<file path="src/rtl/bp_resolve_ctrl.sv">
// bp_resolve_ctrl: carries IF-time BTB prediction metadata to EX, resolves it against the
// actual outcome and issues one registered BTB update, redirect and statistics per branch.
module bp_resolve_ctrl #(
    parameter int CNT_W = 32
) (
    input  logic             clk,
    input  logic             rst_n,
    input  logic             if_id_xfer_i,
    input  logic             bp_hit_i,
    input  logic [1:0]       bp_cnt_i,
    input  logic [31:0]      bp_target_i,
    input  logic             kill_id_i,
    input  logic             id_ex_xfer_i,
    input  logic             ex_ready_i,
    input  logic             ex_branch_valid_i,
    input  logic             ex_taken_i,
    input  logic [31:0]      ex_pc_i,
    input  logic [31:0]      ex_target_i,
    input  logic             ex_compressed_i,
    output logic [1:0]       cache_operation_o,
    output logic [31:0]      pc_ex_o,
    output logic [31:0]      target_pc_ex_o,
    output logic             mispredict_o,
    output logic [31:0]      redirect_pc_o,
    output logic [CNT_W-1:0] branch_cnt_o,
    output logic [CNT_W-1:0] mispredict_cnt_o
);
    localparam logic [1:0] NOP = 2'd0, INCREMENT = 2'd1, DECREMENT = 2'd2, NEW_ENTRY = 2'd3;
    logic        id_valid, id_hit, ex_valid, ex_hit, done;
    logic [1:0]  id_cnt, ex_cnt, cmd;
    logic [31:0] id_target, ex_target, redirect_pc;
    logic        resolve, hit, pred_taken, tgt_match, mispredict;
    // A branch whose metadata was flushed still resolves, as a BTB miss
    always_comb begin
        resolve     = ex_branch_valid_i & ~done;
        hit         = ex_valid & ex_hit;
        pred_taken  = hit & ex_cnt[1];
        tgt_match   = ex_target == ex_target_i;
        mispredict  = (pred_taken != ex_taken_i) | (pred_taken & ex_taken_i & ~tgt_match);
        cmd         = !hit ? (ex_taken_i ? NEW_ENTRY : NOP) :
                      !ex_taken_i ? DECREMENT : tgt_match ? INCREMENT : NEW_ENTRY;
        redirect_pc = ex_taken_i ? ex_target_i : ex_pc_i + (ex_compressed_i ? 32'd2 : 32'd4);
    end
    always_ff @(posedge clk or negedge rst_n) begin
        if (!rst_n) begin
            id_valid  <= 1'b0;
            id_hit    <= 1'b0;
            id_cnt    <= 2'd0;
            id_target <= 32'd0;
            ex_valid  <= 1'b0;
            ex_hit    <= 1'b0;
            ex_cnt    <= 2'd0;
            ex_target <= 32'd0;
            done      <= 1'b0;
        end else begin
            id_valid <= kill_id_i ? 1'b0 : if_id_xfer_i ? 1'b1 : id_ex_xfer_i ? 1'b0 : id_valid;
            if (if_id_xfer_i) begin
                id_hit    <= bp_hit_i;
                id_cnt    <= bp_cnt_i;
                id_target <= bp_target_i;
            end
            if (id_ex_xfer_i) begin
                ex_valid  <= id_valid;
                ex_hit    <= id_hit;
                ex_cnt    <= id_cnt;
                ex_target <= id_target;
            end else if (ex_ready_i) begin
                ex_valid  <= 1'b0;
            end
            done <= ex_ready_i ? 1'b0 : resolve ? 1'b1 : done;
        end
    end
    always_ff @(posedge clk or negedge rst_n) begin
        if (!rst_n) begin
            cache_operation_o <= NOP;
            pc_ex_o           <= 32'd0;
            target_pc_ex_o    <= 32'd0;
            mispredict_o      <= 1'b0;
            redirect_pc_o     <= 32'd0;
            branch_cnt_o      <= '0;
            mispredict_cnt_o  <= '0;
        end else begin
            cache_operation_o <= resolve ? cmd : NOP;
            mispredict_o      <= resolve & mispredict;
            if (resolve && cmd != NOP) begin
                pc_ex_o        <= ex_pc_i;
                target_pc_ex_o <= ex_target_i;
            end
            if (resolve & mispredict) begin
                redirect_pc_o    <= redirect_pc;
                mispredict_cnt_o <= mispredict_cnt_o + {{(CNT_W-1){1'b0}}, ~&mispredict_cnt_o};
            end
            if (resolve)
                branch_cnt_o <= branch_cnt_o + {{(CNT_W-1){1'b0}}, ~&branch_cnt_o};
        end
    end
endmodule

</file>
<file path="config.mk">
export PLATFORM = sky130hd
export DESIGN_NAME = bp_resolve_ctrl
export DESIGN_NICKNAME = d
export VERILOG_FILES = /design/src/rtl/bp_resolve_ctrl.sv
export SDC_FILE = /design/constraint.sdc
export NUM_CORES = 1
export LEC_CHECK = 0
export CAP_MARGIN = 20
export CORE_MARGIN = 10
export CORE_UTILIZATION = 40
export CTS_BUF_LIST = sky130_fd_sc_hd__clkbuf_16
export CTS_CLUSTER_DIAMETER = 40
export DETAILED_ROUTE_END_ITERATION = 6
export PLACE_DENSITY_LB_ADDON = 0.05
export SLEW_MARGIN = 40
export SYNTH_ARGS = -nofsm -noshare
export SYNTH_HDL_FRONTEND = slang
export SYNTH_SLANG_ARGS = --single-unit
</file>
<file path="constraint.sdc">
create_clock -name clk -period 3.4 [get_ports clk]
set_input_delay 1.02 -clock clk [delete_from_list [all_inputs] [get_ports clk]]
set_output_delay 1.02 -clock clk [all_outputs]
set_load 0.05 [all_outputs]
</file>
== Word level (Yosys, flattened, before mapping) ==
Index checks and enable logic that the tools add are counted.
Word-level totals
  bits of input ports: 108
  bits in registers: 236
Operators by class
  reduce and logical (&&, ||, !) cells: 9
  mux-type cells: 14
  add/sub/neg operators: 3
  bitwise gates (word level): 9
  eq/ne operators: 2
Operators by type and width (number)
  32-bit by 1-bit adder with 32-bit output: 2
  32-bit AND reduction: 2
  32-bit by 3-bit adder with 32-bit output: 1
  32-bit == test: 1
  32-bit 2-to-1 mux: 1
  2-bit 2-to-1 mux: 5
  1-bit 2-to-1 mux: 7
  1-bit bitwise AND: 6
  2-bit nonzero test: 3
  3-bit 2-to-1 mux: 1
  3-bit nonzero test: 1
  1-bit zero test: 2
  1-bit inverter: 2
  1-bit logical AND: 1
  1-bit != test: 1
  1-bit OR: 1

== Logic depth before layout (Yosys ltp) ==
  depth in word-level cells: 6
  mapped depth: 13

== Worst setup path after synthesis ==
Ideal clock, no wire load.
  path type: input -> register
  from: input ex_pc_i[1]
  to: register redirect_pc_o[25]
  required time: 3.272 ns
  stages: 9
  buffers on the path: 1
  path slack: 0.272 ns
  arrival: 3.001 ns
  cell sequence: ha_1 > inv_1 > fa_1 > nor4b_1 > buf_2 > nand4b_1 > xnor2_1 > mux2_2 > mux2_1
Between the ends
  cells in the longest elaborated chain, start to end: 2
Ends and longest elaborated chain
  from (decl): RTL line 17  | input logic [31:0] ex_pc_i,
  32-bit by 3-bit adder with 32-bit output: RTL line 42  | redirect_pc = ex_taken_i ? ex_target_i : ex_pc_i + (ex_compressed_i ? 32'd2 : 32'd4);
  32-bit 2-to-1 mux: RTL line 42
  to (signal assigned): RTL line 90  | redirect_pc_o <= redirect_pc;
  to (decl): RTL line 24  | output logic [31:0] redirect_pc_o,
Every way passes these cells.
A chain may end at the register's enable or synchronous reset.

== Final worst setup path ==
  from: register mispredict_cnt_o[21]
  to: register mispredict_cnt_o[20]
Between the ends
  cells in the longest elaborated chain, start to end: 3
Ends and longest elaborated chain
  from (decl): RTL line 26  | output logic [CNT_W-1:0] mispredict_cnt_o
  from (signal assigned): RTL line 91  | mispredict_cnt_o <= mispredict_cnt_o + {{(CNT_W-1){1'b0}}, ~&mispredict_cnt_o};
  32-bit AND reduction: RTL line 91
  1-bit zero test: RTL line 91
  32-bit by 1-bit adder with 32-bit output: RTL line 91
Every way passes these cells.

==> run_results.csv <==
group,metric,value,unit
status,status,"complete, no violations",
run,drv_cap,0,
floorplanning,fp.dieW,183.0,um
synth,synth_top_area_cell,"dfrtp_1",
final_layout,syn2layout_area_growth,43.99,%
synth,ys_seq_elements,234,
synth,synth_ff_type,"dfrtp_1",
clocking,cts-root-buf,"clkbuf_16",
floorplanning,io-pin-count,271,
routing,drtPass1Iterations,4,
clocking,clock_path_buffers,3,
min_path,hold_end,"mispredict_cnt_o[29]",
final_layout,n_fill_cell,2236,
synth,synth_top_area_share,0.5510,
worst_setup_path,crit_fanout,8,
worst_setup_path,startpoint_type,"register",
routing,drt_wl_total,31190,um
clocking,cts.sinks,234,
floorplanning,initial_core_util,0.4066,
min_path,hold_depth,1,
worst_setup_path,crit_type,"reg2reg",
synth,syn_nets,955,
routing,via_per_inst,5.026,
clocking,cts-htree-levels,2,
power,cellPowerDensity,688.5,nW/um^2
synth,yosysWarnings,0,
sta,hold_viol,0,
routing,drt_iter0_markers,492,
sta,setup_ws,0.3201,ns
sta,worstMarginPinSlew,0.6131,ns
final_layout,final_layout_size_suffix_gt1_frac,0.2492,
worst_setup_path,r2r_setup_slack,0.32,ns
global_route,track_usage,0.1829,
floorplanning,die_h,183.0,um
global_route,antenna_found_initial,3,
placed_design,postPlaceCellArea,13990,sq um
worst_setup_path,worst-r2r-cell-count,11,
worst_setup_path,r2r-start,"mispredict_cnt_o[21]",
synth,ys_seq_area_frac,0.5510,
placed_design,dp_slack,-0.1726,ns
synth,synth_edf_count,0,
clocking,cts_buffers,39,
final_layout,fin_area,15300,sq um
global_route,grt_pass1_wl,48290,um
synth,syn-cell-area,10630,sq um
worst_setup_path,end_kind,"register",
placed_design,globalplace.congestion,0.8342,
worst_setup_path,cp_data_arrival_time,3.46,ns
sta,setup_viol,0,
routing,ant_nets,0,
synth,syn_area_per_cell,12.67,sq um
worst_setup_path,rr_endpoint,"mispredict_cnt_o[20]",
floorplanning,core,26130,sq um
synth,synth_area_leaders,"dfrtp_1 (55%), mux2_2 (17%), xor2_1 (6.8%), xnor2_1 (3.1%), nand2_1 (2.1%)",
floorplanning,fp-row-count,59,
power,design_power_total,10.53,mW
sta,period_share,0.9059,
sta,max_slew_margin,0.5900,
clocking,cts_setup_buffers,0,
synth,synth_cell_types,46,
clocking,ctsResizeCount,0,
sta,tns,0,ns
global_route,grt_max_degree,72,
worst_setup_path,required,3.78,ns
synth,syn_inst,839,
synth,ys_async_sr_fraction,1.000,
global_route,grt_overflow,0,
worst_setup_path,crit_path_max_incr_delay,0.54,ns
sta,rsz0062_at_grt,"no",
placed_design,dp_hpwl,23130,um
sta,fmax,0.3247,GHz
min_path,min_from,"mispredict_cnt_o[29]",
global_route,grt_pass1_vias,7910,
worst_setup_path,path_cells,"and3_1 -> and3_1 -> and4_1 -> nand2_1 -> or4_1 -> ha_1 -> ha_1 -> nand2_1 -> nor3_2 -> a21boi_0 -> xor2_1",
sta,slew_violations,0,
min_path,hold_path_class,"reg2reg",
clocking,cts_hold_buffers,0,
power,irDropWorstVdd,0.0003916,V
sta,finalCriticalPeriod,3.080,ns
power,leakagePower,6.420,nW
clocking,clkTransAtPathRegs,0.05,ns
clocking,cts_tree,"built",
sta,skew,0.02496,ns
routing,drt-wirelength-per-cell,20.52,um
routing,vias,7640,
floorplanning,dieArea,33490,sq um
worst_setup_path,slowest_stage,"or4_1",
placed_design,io_buffers,269,
final_layout,final_nets,1271,
routing,drc,0,
clocking,clk_latency,0.52,ns
[per-stage QoR]
stage / hold WS [ns] / utilization / cells
CTS: 0.4863 / 0.5853 / 1519
finish: 0.4786 / 0.5855 / 1520
floorplan: 0.4533 / - / 839
global placement: 0.4691 / 0.5352 / 1449
detailed placement: 0.4782 / 0.5353 / 1449
global route: 0.4955 / 0.5854 / 1519
[logic make-up after synthesis]
kind of cell             synth area share
XOR/XNOR                          0.09891
AND/OR/NAND/NOR                   0.09738
buffers and inverters             0.01966
flip-flops                         0.5510
AO/OA/AOI/OAI                     0.03956
multiplexers                       0.1833
adder cells (fa/ha/maj)           0.01013
[report_power, final]
group          leakage [nW]  switching (mW)  total (mW)  internal, mW
Clock                 0.627            1.43        3.89          2.45
Combinational          2.94            1.93        3.09          1.16
Sequential             2.85           0.314        3.56          3.24
[flip-flops by register name, summed over array words and instances, names as in the netlist, 2 cells and up]
| signal | flops |
|---|---|
| mispredict_cnt_o | 32 |
| ex_target | 32 |
| target_pc_ex_o | 32 |
| cache_operation_o | 2 |
| pc_ex_o | 32 |
| id_target | 32 |
| redirect_pc_o | 32 |
| branch_cnt_o | 32 |
[cells in the mapped netlist, types with 9 or more instances]
| master | instances |
|---|---|
| xnor2_1 | 38 |
| a21oi_1 | 16 |
| mux2_2 | 161 |
| and3_1 | 20 |
| nand3_1 | 36 |
| nor2_1 | 12 |
| nand2_1 | 60 |
| mux2_1 | 12 |
| buf_2 | 14 |
| clkbuf_1 | 22 |
| o21ai_0 | 27 |
| nand4_1 | 23 |
| xor2_1 | 82 |
| dfrtp_1 | 234 |
| and4_1 | 9 |
[how the worst max path moves through the flow]
stage                          from                    to  slack (ns)  cells past startpoint
3_5_place_dp             ex_pc_i[1]     redirect_pc_o[25]       -0.17                     10
4_1_cts        mispredict_cnt_o[21]  mispredict_cnt_o[20]        0.33                     11
6_report       mispredict_cnt_o[21]  mispredict_cnt_o[20]        0.32                     11
2_1_floorplan            ex_pc_i[1]     redirect_pc_o[25]        0.27                      9
5_1_grt        mispredict_cnt_o[21]  mispredict_cnt_o[26]        0.06                     12
3_3_place_gp             ex_pc_i[1]     redirect_pc_o[25]       -0.16                     10
[area by class of cell]
class                      instances  area (sq um)  area share
sequential                       234          5856      0.3827
multi-input combinational        557          4576      0.2990
timing repair buffer             316          3115      0.2036
clock buffer                      41          1026     0.06705
tap                              335         419.2     0.02739
clock inverter                    29         280.3     0.01832
inverter                           7         26.28    0.001717
antenna                            1         2.502   0.0001635
[worst max-delay path: cells and delay by family, from the launching register on]
family	cells	cell delay [ns]
simple gates	7	1.73
xor+xnor	1	0.17
compound gates	1	0.16
flops	1	0.41
fa+ha+maj	2	0.49
[layer usage]
layer / up-vias / part of all wire / routed length [um] / GRT usage
li1: 3615 / - / - / -
met1: 3759 / 0.47 / 14570 / 0.2514
met2: 222 / 0.44 / 13850 / 0.2770
met3: 42 / 0.068 / 2110 / 0.05000
met4: 2 / 0.021 / 649 / 0.05279
met5: - / 0.00035 / 11 / 0
[cell usage in the layout, fill, tap and decap left out, drive strengths merged, types with 3 or more instances in the layout]
cell,count
and2,6
nor2,12
xor2,82
a211oi,7
nand3,36
clkdlybuf4s50,265
bufinv,3
dfrtp,234
clkinvlp,7
clkbuf,41
nor2b,3
clkinv,12
o21ai,27
mux2,173
a2111oi,8
and3,20
nand2,61
and4,9
nand4,24
nor4,8
inv,14
buf,51
nor3,3
xnor2,38
a21oi,16
ha,7
(Power assumes the default switching activity.)
